File: config.mk
export PLATFORM = sky130hd
export DESIGN_NAME = clk_div_ctrl
export DESIGN_NICKNAME = d
export VERILOG_FILES = /design/src/rtl/clk_div_pkg.sv /design/src/rtl/clk_div_core.sv /design/src/rtl/clk_div_ctrl.sv
export SDC_FILE = /design/constraint.sdc
export NUM_CORES = 1
export LEC_CHECK = 0
export CORE_AREA = 2 2 103 105
export DETAILED_ROUTE_END_ITERATION = 16
export DIE_AREA = 0 0 105 107
export HOLD_SLACK_MARGIN = 0.1
export PLACE_DENSITY = 0.73
export REMOVE_ABC_BUFFERS = 1
export SYNTH_ARGS = -nofsm -noshare
export SYNTH_HDL_FRONTEND = slang
export SYNTH_SLANG_ARGS = --single-unit
File: constraint.sdc
create_clock -name i_clk -period 5.45 [get_ports i_clk]
set_input_delay 1.635 -clock i_clk [delete_from_list [all_inputs] [get_ports i_clk]]
set_output_delay 1.635 -clock i_clk [all_outputs]
set_load 0.1 [all_outputs]
File: src/rtl/clk_div_pkg.sv
// Shared types and constants for the run-time clock divider controller.
package clk_div_pkg;

  typedef enum logic [1:0] {
    IDLE = 2'd0,
    RUN  = 2'd1,
    STOP = 2'd2
  } state_t;

  localparam int CNT_W_DEF = 32;
  localparam int BURST_W   = 16;

endpackage

File: src/rtl/clk_div_core.sv
// Half-period counter and toggle engine; clk_out flips whenever cnt reaches half.
module clk_div_core #(
  parameter int CNT_W = 32
) (
  input  logic             i_clk,
  input  logic             rst,
  input  logic             i_run,
  input  logic             i_clr,
  input  logic [CNT_W-1:0] i_half,
  output logic             o_clk_out,
  output logic             o_toggle_rise,
  output logic             o_toggle_fall
);

  logic [CNT_W-1:0] r_cnt;
  logic             r_clk_out;
  logic             w_hit;

  assign w_hit         = i_run && (r_cnt == i_half);
  assign o_toggle_rise = w_hit && !r_clk_out;
  assign o_toggle_fall = w_hit && r_clk_out;
  assign o_clk_out     = r_clk_out;

  // half is never 0, so cnt restarts at 1 before it could pass half
  always_ff @(posedge i_clk or posedge rst) begin
    if (rst) begin
      r_cnt     <= CNT_W'(1);
      r_clk_out <= 1'b0;
    end else if (i_clr) begin
      r_cnt     <= CNT_W'(1);
      r_clk_out <= 1'b0;
    end else if (w_hit) begin
      r_cnt     <= CNT_W'(1);
      r_clk_out <= ~r_clk_out;
    end else if (i_run) begin
      r_cnt <= r_cnt + 1'b1;
    end
  end

endmodule

File: src/rtl/clk_div_ctrl.sv
// Start/stop FSM, config handshake and pending ratio for the 50% clock divider.
// Optional burst mode (i_burst_len / o_done) is enabled by CLK_DIV_CTRL_BURST_EN.
module clk_div_ctrl
  import clk_div_pkg::*;
#(
  parameter int CNT_W       = CNT_W_DEF,
  parameter int DEF_HALF    = 50,
  parameter bit REVERSE_CLK = 1'b0
) (
  input  logic               i_clk,
  input  logic               rst,
  input  logic               i_start,
  input  logic               i_stop,
  input  logic               i_cfg_valid,
  input  logic [CNT_W-1:0]   i_cfg_half,
  output logic               o_cfg_ready,
  output logic               o_cfg_err,
  output logic               o_clk,
  output logic               o_tick,
  output logic               o_busy
`ifdef CLK_DIV_CTRL_BURST_EN
  ,
  input  logic [BURST_W-1:0] i_burst_len,
  output logic               o_done
`endif
);

  state_t           r_state;
  logic [CNT_W-1:0] r_half;
  logic [CNT_W-1:0] r_pend;
  logic             r_pend_vld;
  logic             r_cfg_err;
  logic             r_tick;

  logic w_clk_out;
  logic w_rise;
  logic w_fall;
  logic w_run;
  logic w_accept;
  logic w_cfg_zero;
  logic w_stop;
  logic w_start;
  logic w_to_idle;

  assign w_run      = (r_state != IDLE);
  assign w_accept   = i_cfg_valid && !r_pend_vld;
  assign w_cfg_zero = (i_cfg_half == '0);
  assign w_start    = (r_state == IDLE) && i_start && !i_stop;

`ifdef CLK_DIV_CTRL_BURST_EN
  logic [BURST_W-1:0] r_burst_len;
  logic [BURST_W-1:0] r_burst_cnt;
  logic               r_done;
  logic               w_burst_hit;

  assign w_burst_hit = (r_burst_len != '0) && (r_burst_cnt == r_burst_len);
  assign w_stop      = i_stop || w_burst_hit;
  assign o_done      = r_done;

  always_ff @(posedge i_clk or posedge rst) begin
    if (rst) begin
      r_burst_len <= '0;
      r_burst_cnt <= '0;
      r_done      <= 1'b0;
    end else begin
      r_done <= w_to_idle;
      if (w_start) begin
        r_burst_len <= i_burst_len;
        r_burst_cnt <= '0;
      end else if (w_rise && !w_to_idle) begin
        r_burst_cnt <= r_burst_cnt + 1'b1;
      end
    end
  end
`else
  assign w_stop = i_stop;
`endif

  // Low phase may be cut short safely; a high phase must always finish via a fall.
  assign w_to_idle = ((r_state == RUN) && w_stop && (!w_clk_out || w_fall)) ||
                     ((r_state == STOP) && w_fall);

  clk_div_core #(
    .CNT_W (CNT_W)
  ) u_core (
    .i_clk         (i_clk),
    .rst           (rst),
    .i_run         (w_run),
    .i_clr         (w_to_idle),
    .i_half        (r_half),
    .o_clk_out     (w_clk_out),
    .o_toggle_rise (w_rise),
    .o_toggle_fall (w_fall)
  );

  always_ff @(posedge i_clk or posedge rst) begin
    if (rst) begin
      r_state    <= IDLE;
      r_half     <= CNT_W'(DEF_HALF);
      r_pend     <= '0;
      r_pend_vld <= 1'b0;
      r_cfg_err  <= 1'b0;
      r_tick     <= 1'b0;
    end else begin
      r_cfg_err <= w_accept && w_cfg_zero;
      r_tick    <= w_rise && !w_to_idle;

      case (r_state)
        IDLE:    if (w_start) r_state <= RUN;
        RUN:     if (w_to_idle) r_state <= IDLE;
                 else if (w_stop) r_state <= STOP;
        STOP:    if (w_fall) r_state <= IDLE;
        default: r_state <= IDLE;
      endcase

      // A new ratio only lands where cnt restarts from 1 with clk_out low.
      if (r_pend_vld && (w_fall || w_to_idle || r_state == IDLE)) begin
        r_half     <= r_pend;
        r_pend_vld <= 1'b0;
      end else if (w_accept && !w_cfg_zero) begin
        if (r_state == IDLE) begin
          r_half <= i_cfg_half;
        end else begin
          r_pend     <= i_cfg_half;
          r_pend_vld <= 1'b1;
        end
      end
    end
  end

  assign o_cfg_ready = !r_pend_vld;
  assign o_cfg_err   = r_cfg_err;
  assign o_clk       = w_clk_out ^ REVERSE_CLK;
  assign o_tick      = r_tick;
  assign o_busy      = w_run;

endmodule

Word level (Yosys, flattened, before mapping)
Index checks and enable logic that the tools add are counted.
W data, S select, Z words.
{ "word_totals": {"output_inout_bits": 5, "register_bits": 102} }
{ "op_classes": {"n_reduce_logical": 33, "n_bitwise": 3, "n_mux": 16, "addsub": 1, "n_eq_ne": 7} }
{ "op_table": {"columns": ["op", "count"], "rows": [
  ["$mux W32", 6],
  ["$add A32 B1 Y32 const B", 1],
  ["$eq A32 B32 Y1", 1],
  ["$logic_not A32 Y1", 1],
  ["$logic_and A1 B1 Y1", 13],
  ["$mux W2", 4],
  ["$reduce_bool A2 Y1", 4],
  ["$pmux W2 S3", 1],
  ["$reduce_and A3 Y1", 2],
  ["$logic_not A1 Y1", 5],
  ["$mux W1", 5],
  ["$logic_or A1 B1 Y1", 4],
  ["$ne A2 B2 Y1 const B", 2],
  ["$reduce_and A2 Y1", 2],
  ["$ne A3 B3 Y1 const B", 1],
  ["$not A1 Y1", 3],
  ["$reduce_bool A3 Y1", 1],
  ["$eq A2 B1 Y1 const B", 1],
  ["$eq A2 B2 Y1 const B", 1],
  ["$logic_not A2 Y1", 1],
  ["$ne A2 B1 Y1 const B", 1]
]} }

Logic depth before layout (Yosys ltp)
Gate-level depths: netlist of the first run.
{ "depth": {"depth_word": 11, "ltp_mapped": 8, "mapped_depth_nobuf": 6} }

By module
A second synthesis of the first run with hierarchy kept.
{ "unflattened": {"hier_cells": 509, "hier_area_um2": 5567.8} }
{ "modules_own_cells": {"columns": ["module", "n_inst", "cells_per_inst", "seq_area_each_um2", "area_per_inst_um2"], "rows": [
  ["clk_div_ctrl", 1, 298, 1730.4, 3503.4],
  ["clk_div_core", 1, 211, 827.0, 2064.5]
]} }

Worst setup path before layout of the first run
Ideal clock, no wire load.
{ "synth_timing": {"path_type": "flip-flop to output port", "start": "reg r_state[1]", "end": "out o_busy", "arrival_time_ps": 1595, "stages_incl_launch_ff": 4, "n_path_buf": 1, "setup_slack_ps": 2220, "path_cell_list": "dfrtp_1 > nor2_2 > clkinv_1 > clkbuf_1"} }
{ "synth_via": {"elab_chain_len": 1} }
{ "synth_lines": {"columns": ["item", "line_no", "text"], "rows": [
  ["start: declaration", "clk_div_ctrl.sv:28", "state_t r_state;"],
  ["start signal: assignment", "clk_div_ctrl.sv:98", "r_state <= IDLE;"],
  ["start signal: assignment", "clk_div_ctrl.sv:109", "IDLE: if (w_start) r_state <= RUN;"],
  ["start signal: assignment", "clk_div_ctrl.sv:110", "RUN: if (w_to_idle) r_state <= IDLE;"],
  ["$reduce_bool A2 Y1", "clk_div_ctrl.sv:45", "assign w_run = (r_state != IDLE);"],
  ["end: declaration", "clk_div_ctrl.sv:20", "output logic o_busy"]
]} }
Every way passes these cells.

Worst setup path in the final report of the first run
Same ends and word-level chain as after synthesis.

==> results of run 1 <==
[logic make-up (layout without fill, tap and decap cells)]
family	after synthesis	in the layout	share of synthesized area (%)
simple gates	165	165	18.70
flops	102	102	51.86
xor+xnor	59	59	10.48
compound gates	46	46	8.450
mux	32	32	7.308
buf+inv	28	68	2.943
fa+ha+maj	1	1	0.2537
[metal layers]
| metal | global-route usage, % | wire [µm] | up-vias |
|---|---|---|---|
| met3 | 3.587 | 431 | 12 |
| met2 | 31.59 | 5010 | 63 |
| met1 | 28.13 | 4966 | 1716 |
| met5 | 0 | 0 | - |
| met4 | 6.381 | 177 | 0 |
| li1 | - | - | 1626 |
[flip-flops by register name (all words and copies together), names as in the netlist]
name / cells
o_cfg_err: 1
o_tick: 1
r_half: 32
r_pend: 32
r_pend_vld: 1
r_state: 2
u_core.o_clk_out: 1
u_core.r_cnt: 32
[worst max-delay path, stage by stage (launching register included)]
cell and delay [ns]:
dfrtp_1 0.44, nor2_2 0.22, clkinv_1 0.44, clkdlybuf4s50_1 1.11
[synth_stat cells (2+ instances only)]
master	number
dfrtp_1	98
buf_6	3
nor2b_1	3
nor3_1	5
o21ai_0	3
nand3_1	10
and2_1	35
inv_1	7
clkbuf_1	5
nor4_1	10
and3_1	3
and4_1	4
nor2_1	40
dfstp_2	4
buf_2	10
nand4_1	24
a221o_1	31
xnor2_1	37
and4_4	2
nand2_1	19
a221o_2	2
xor2_1	22
mux2_2	32
a21oi_1	4
[cell type report]
class / instances / area share (%)
clock buffers: 11 / 2.679
flip-flops and latches: 102 / 45.26
well taps: 136 / 3.012
multi-input cells: 303 / 39.44
clock inverters: 4 / 1.240
repair buffers: 45 / 7.795
inverters: 8 / 0.5757
[power breakdown]
group | total (mW) | switching, mW | internal, mW
sequential | 1.26 | 0.217 | 1.04
clock | 0.531 | 0.251 | 0.280
combinational | 0.952 | 0.465 | 0.486
[final timing paths]
path,slack [ns],endpoint,startpoint
max in group asynchronous,2.79,r_half[4]$_DFFE_PP1P_,rst
worst max-delay path,1.23,o_busy,r_state[1]$_DFFE_PP0P_
worst max register to register,2.74,r_half[20]$_DFFE_PP0P_,u_core.r_cnt[0]$_DFFE_PP1P_
worst min-delay path,0.51,r_half[29]$_DFFE_PP0P_,r_pend[29]$_DFFE_PP0P_
min in group asynchronous,1.83,u_core.r_cnt[28]$_DFFE_PP0P_,rst
worst min register to register,0.51,r_half[29]$_DFFE_PP0P_,r_pend[29]$_DFFE_PP0P_
==> summary.md, run 1 <==
| Metric | Value |
|---|---|
| Outcome | finished clean |
| CTS tree | done |
| Non-Filler Instances | 609 |
| CTS Buf Count | 9 |
| Reg2reg path depth | 6 |
| Netlist cell types | between 40 and 50 |
| Post-synth EDFFs | 0 |
| Hold path depth | 1 |
| Worst Skew | 0.008751 ns |
| Wire length per cell | 17.38 µm |
| Clock Tree Buf Depth | 2 |
| Post-detail-place hpwl | roughly 7700 µm |
| # IOs | 42 |
| Drt first-iter violations | 157 |
| Initial antenna violation count | 0 |
| Footprint of the multi-input gates | 2228 µm² |
| GRT overflow | 0 |
| Via count | 3417 |
| Most frequent cells in the layout | 98 x dfrtp_1, 41 x clkdlybuf4s50_1, 40 x nor2_1, 37 x xnor2_1, 35 x and2_1 |
| Leak pwr | 2.354 nW |
| RSZ-0062 raised after global routing | false |
| Port bufs | 41 |
| Max H-tree Level | 3 |
| Post-Place Cells | 594 |
| Post-synth top flop | dfrtp_1 |
| Worst slew pin tran | 1.134 ns |
| Tot Pwr | 2.743 mW |
| CP startpoint kind | flip-flop |
| Final period util | 77.45% |
| GRT Util Overall | between 10% and 20% |
| Mapped Cells | approximately 430 |
| CP Capture Type | output port |
| Slew headroom | 24.20% |
| Register area share after synthesis | 51.87% |
| Post-DR vias/cell | 5.611 |
| Finish-stage setup viols | 0 |
| P per Cell Area | 485.5 nW/µm² |
| MaxCap Viol Count | 0 |
| #FFs+latches synth | 102 |
| Dpl ws | ~1.1 ns |
| Max Fclk | around 240 MHz |
| # hold bufs at CTS | 0 |
| Area contributors post-synth | dfrtp_1 50%, mux2_2 7.3%, xnor2_1 6.6% |
| Global-route wire length before repair | 17530 µm |
| Number of global-route vias before repair | ~3400 |
| Post-synth ARST share | 100.0% |
| Peak supply drop | between 0.2 and 0.3 mV |
| Cell row count | 37 |
| Layout overhead on the synthesized area | 14.59% |
| Core ar. | 10090 µm² |
| Design area | 5650 µm² |
| Die area | between 10000 and 15000 µm² |
| Synth top area share | about half |
| Kind of critical path | flip-flop to output port |
| Chip Height | 107 µm |
| Cell Area, Synth | 4931 µm² |
| Minimum clock period | 4.221 ns |
| Setup ws final | 1.229 ns |
| Final WL | 10590 µm |
| CTS Root Cell | clkbuf_8 |
| Antenna viol nets, final | 0 |
| Setup TNS Final | 0 ns |
| Drt drc | 0 |
| Crit path arrival time | 2.59 ns |
| Ys Warns | 0 |
| Layout cells sized above 1 | 13.95% |
| Hold WC Path Type | flip-flop to flip-flop |
| Number of diodes | 0 |
| Max Slew Vio Count | 0 |
| Starting density of the core | about half |
| DP Area | 5429 µm² |
| Final hold slack | 0.5065 ns |
| Clock latency on the worst-skew pair | 0.37 ns |
| Clock sink count | 102 |
| Setup Fix Bufs, Post-CTS | 0 |
| Hold Vio Cnt, Final | 0 |
| Largest net degree at the start of global routing | 76 |
| Mean Syn Cell Area | 11.39 µm² |
| Die X | 105 µm |
| DRT Pass-1 Iters | 4 |
| Flip-flop and latch area | 2557 µm² |
| CP max FO | 19 |
| Largest area contributor in the netlist | dfrtp_1 |
| Gp weighted congestion | 0.8245 |
| Net count, final | 507 |
| Leading cell type in the layout, fill and taps excluded | dfrtp_1 |
| Post-CTS Resized | 0 |
| Fill cells | 908 |
| WP data required | 3.82 ns |
| CTS clk-pin slew, worst paths | ~0.090 ns |
| Final core utilization | around 56% |
No activity file was read; power rests on OpenSTA's default activity.
==> inputs of run 2 (changes only) <==
==> constraint.sdc (replaced) <==
create_clock -name i_clk -period 4.4 [get_ports i_clk]
set_input_delay 1.32 -clock i_clk [delete_from_list [all_inputs] [get_ports i_clk]]
set_output_delay 1.32 -clock i_clk [all_outputs]
set_load 0.1 [all_outputs]
==> run 2 against run 1 <==
Net effect: utilization fell by 0.25 points; worst setup slack got worse by 0.37 ns; register-to-register slack got worse by 0.71 ns; clock-buffer cell count rose by 4; sequential cell count did not move; combinational power rose by 26%; critical path type is now input pin to flip-flop.
==> summary.md, run 2 (synthesis gave the netlist of run 1 again) <==
| Metric | Value |
|---|---|
| Leak pwr | 2.343 nW |
| Starting density of the core | between 40% and 50% |
| WHS Endpoint | r_half[18]$_DFFE_PP0P_ |
| Die X | 105 µm |
| Largest net degree at the start of global routing | between 50 and 60 |
| Peak supply drop | 0.2760 mV |
| Hold WC Path Type | flip-flop to flip-flop |
| Layout overhead on the synthesized area | 14.08% |
| Max Slew Vio Count | 0 |
| Worst reg-to-reg setup slack | 2.03 ns |
| Worst reg2reg endpoint | r_half[30]$_DFFE_PP0P_ |
| Final period util | 80.55% |
| CTS Root Cell | clkbuf_8 |
| Top flop regs | r_half x32, r_pend x32, u_core.r_cnt x32 |
| Drt first-iter violations | 254 |
| Post-Place Cells | 596 |
| Chip Height | between 100 and 150 µm |
| Worst r2r src | u_core.r_cnt[0]$_DFFE_PP1P_ |
| Dpl ws | 0.5008 ns |
| Kind of critical path | input pin to flip-flop |
| Leading cell type in the layout, fill and taps excluded | dfrtp_1 |
| Clock latency on the worst-skew pair | 0.36 ns |
| GRT overflow | 0 |
| Gp weighted congestion | ~0.85 |
| Setup ws final | 0.8558 ns |
| CTS Buf Count | 9 |
| CP Capture Type | flip-flop |
| Post-CTS Resized | 0 |
| Non-Filler Instances | around 600 |
| Tot Pwr | 3.298 mW |
| Layout cells sized above 1 | between 10 and 15% |
| Port bufs | 41 |
| Final WL | 10800 µm |
| Reg2reg path depth | 7 |
| Setup Fix Bufs, Post-CTS | 0 |
| Number of global-route vias before repair | 3519 |
| Max H-tree Level | 3 |
| Wire length per cell | between 15 and 20 µm |
| Initial antenna violation count | 0 |
| P per Cell Area | roughly 590 nW/µm² |
| RSZ-0062 raised after global routing | false |
| Hold Vio Cnt, Final | 0 |
| Clock Tree Buf Depth | 2 |
| WP data required | 4.64 ns |
| CTS tree | done |
| Crit path from | i_cfg_half[19] |
| # hold bufs at CTS | 0 |
| Hold path depth | 1 |
| Min-delay src | r_pend[18]$_DFFE_PP0P_ |
| Core ar. | approximately 10000 µm² |
| Crit path arrival time | about 3.8 ns |
| Cell row count | 37 |
| Antenna viol nets, final | 0 |
| Most frequent cells in the layout | 98 x dfrtp_1, 40 x nor2_1, 40 x clkdlybuf4s50_1, 37 x xnor2_1, 35 x and2_1 |
| Die area | roughly 11000 µm² |
| Number of diodes | 0 |
| Worst slew pin tran | 0.9698 ns |
| Clock sink count | ~100 |
| CTS clk-pin slew, worst paths | roughly 0.090 ns |
| Finish-stage setup viols | 0 |
| Worst Skew | between 0.008 and 0.009 ns |
| # IOs | 42 |
| GRT Util Overall | approximately 21% |
| Flip-flop and latch area | 2557 µm² |
| Max Fclk | 282.2 MHz |
| DRT Pass-1 Iters | 5 |
| Footprint of the multi-input gates | 2228 µm² |
| Slew headroom | between 30% and 40% |
| Outcome | finished clean |
| Minimum clock period | 3.544 ns |
| Global-route wire length before repair | 18220 µm |
| Fill cells | roughly 930 |
| CP max FO | 32 |
| Net count, final | about 500 |
| Via count | 3492 |
| CP startpoint kind | input pin |
| Final core utilization | 55.74% |
| Post-detail-place hpwl | 7778 µm |
| Post-DR vias/cell | around 5.7 |
| MaxCap Viol Count | 0 |
| Setup TNS Final | 0 ns |
| Drt drc | 0 |
-- run 2: cell types whose count changed in the layout (fill, tap and decap cells not counted) --
cell	before	now
buf_12	0	1
buf_4	4	6
bufinv_16	2	0
clkbuf_1	0	4
clkdlybuf4s50_1	41	40
clkinv_2	2	1
-- run 2: worst max-delay path by stage --
stage | end | slack [ns] | cells past startpoint
final | r_half[30]$_DFFE_PP0P_ | 0.86 | 8
after global routing | r_half[31]$_DFFE_PP0P_ | 0.79 | 8
after CTS | r_half[30]$_DFFE_PP0P_ | 0.89 | 8
after detailed placement | r_half[30]$_DFFE_PP0P_ | 0.50 | 8
after global placement | r_half[30]$_DFFE_PP0P_ | 0.54 | 8
after floorplan | o_cfg_err$_DFF_PP0_ | 0.41 | 1
-- run 2: power by group --
group	switching [mW]	internal [mW]
Combinational	0.592	0.612
Sequential	0.264	1.29
Clock	0.300	0.238
Total	1.16	2.14
-- run 2: layout make-up --
type | count | share of cell area, %
sequential | 102 | 45.46
multi-input combinational | 303 | 39.61
timing repair buffer | 47 | 8.274
tap | 136 | 3.025
clock buffer | 15 | 2.958
inverter | 8 | 0.5783
clock inverter | 1 | 0.08897
-- run 2: layer usage --
| metal | GRT usage, % | share of wire (%) | vias up |
|---|---|---|---|
| met3 | 2.310 | 3.7 | 12 |
| met1 | 28.97 | 47 | 1756 |
| li1 | - | - | 1640 |
| met2 | 33.49 | 48 | 84 |
| met5 | 0 | 0 | - |
| met4 | 7.143 | 1.6 | 0 |
-- run 2: stage by stage --
| step | area [µm²] | hold slack [ns] |
|---|---|---|
| finish | 5625 | 0.5047 |
| global route | 5625 | 0.5242 |
| detailed placement | 5454 | 0.4863 |
| floorplan | 4816 | 0.4740 |
| CTS | 5625 | 0.5049 |
| global placement | 5454 | 0.4837 |
-- run 2: worst max-delay path, stage by stage --
cell             delay (ns)
clkdlybuf4s50_1        0.43
nor4_1                 0.50
nand4_1                0.31
o21ai_0                0.42
nor2_1                 0.07
buf_4                  0.24
and2_1                 0.19
a221o_2                0.29
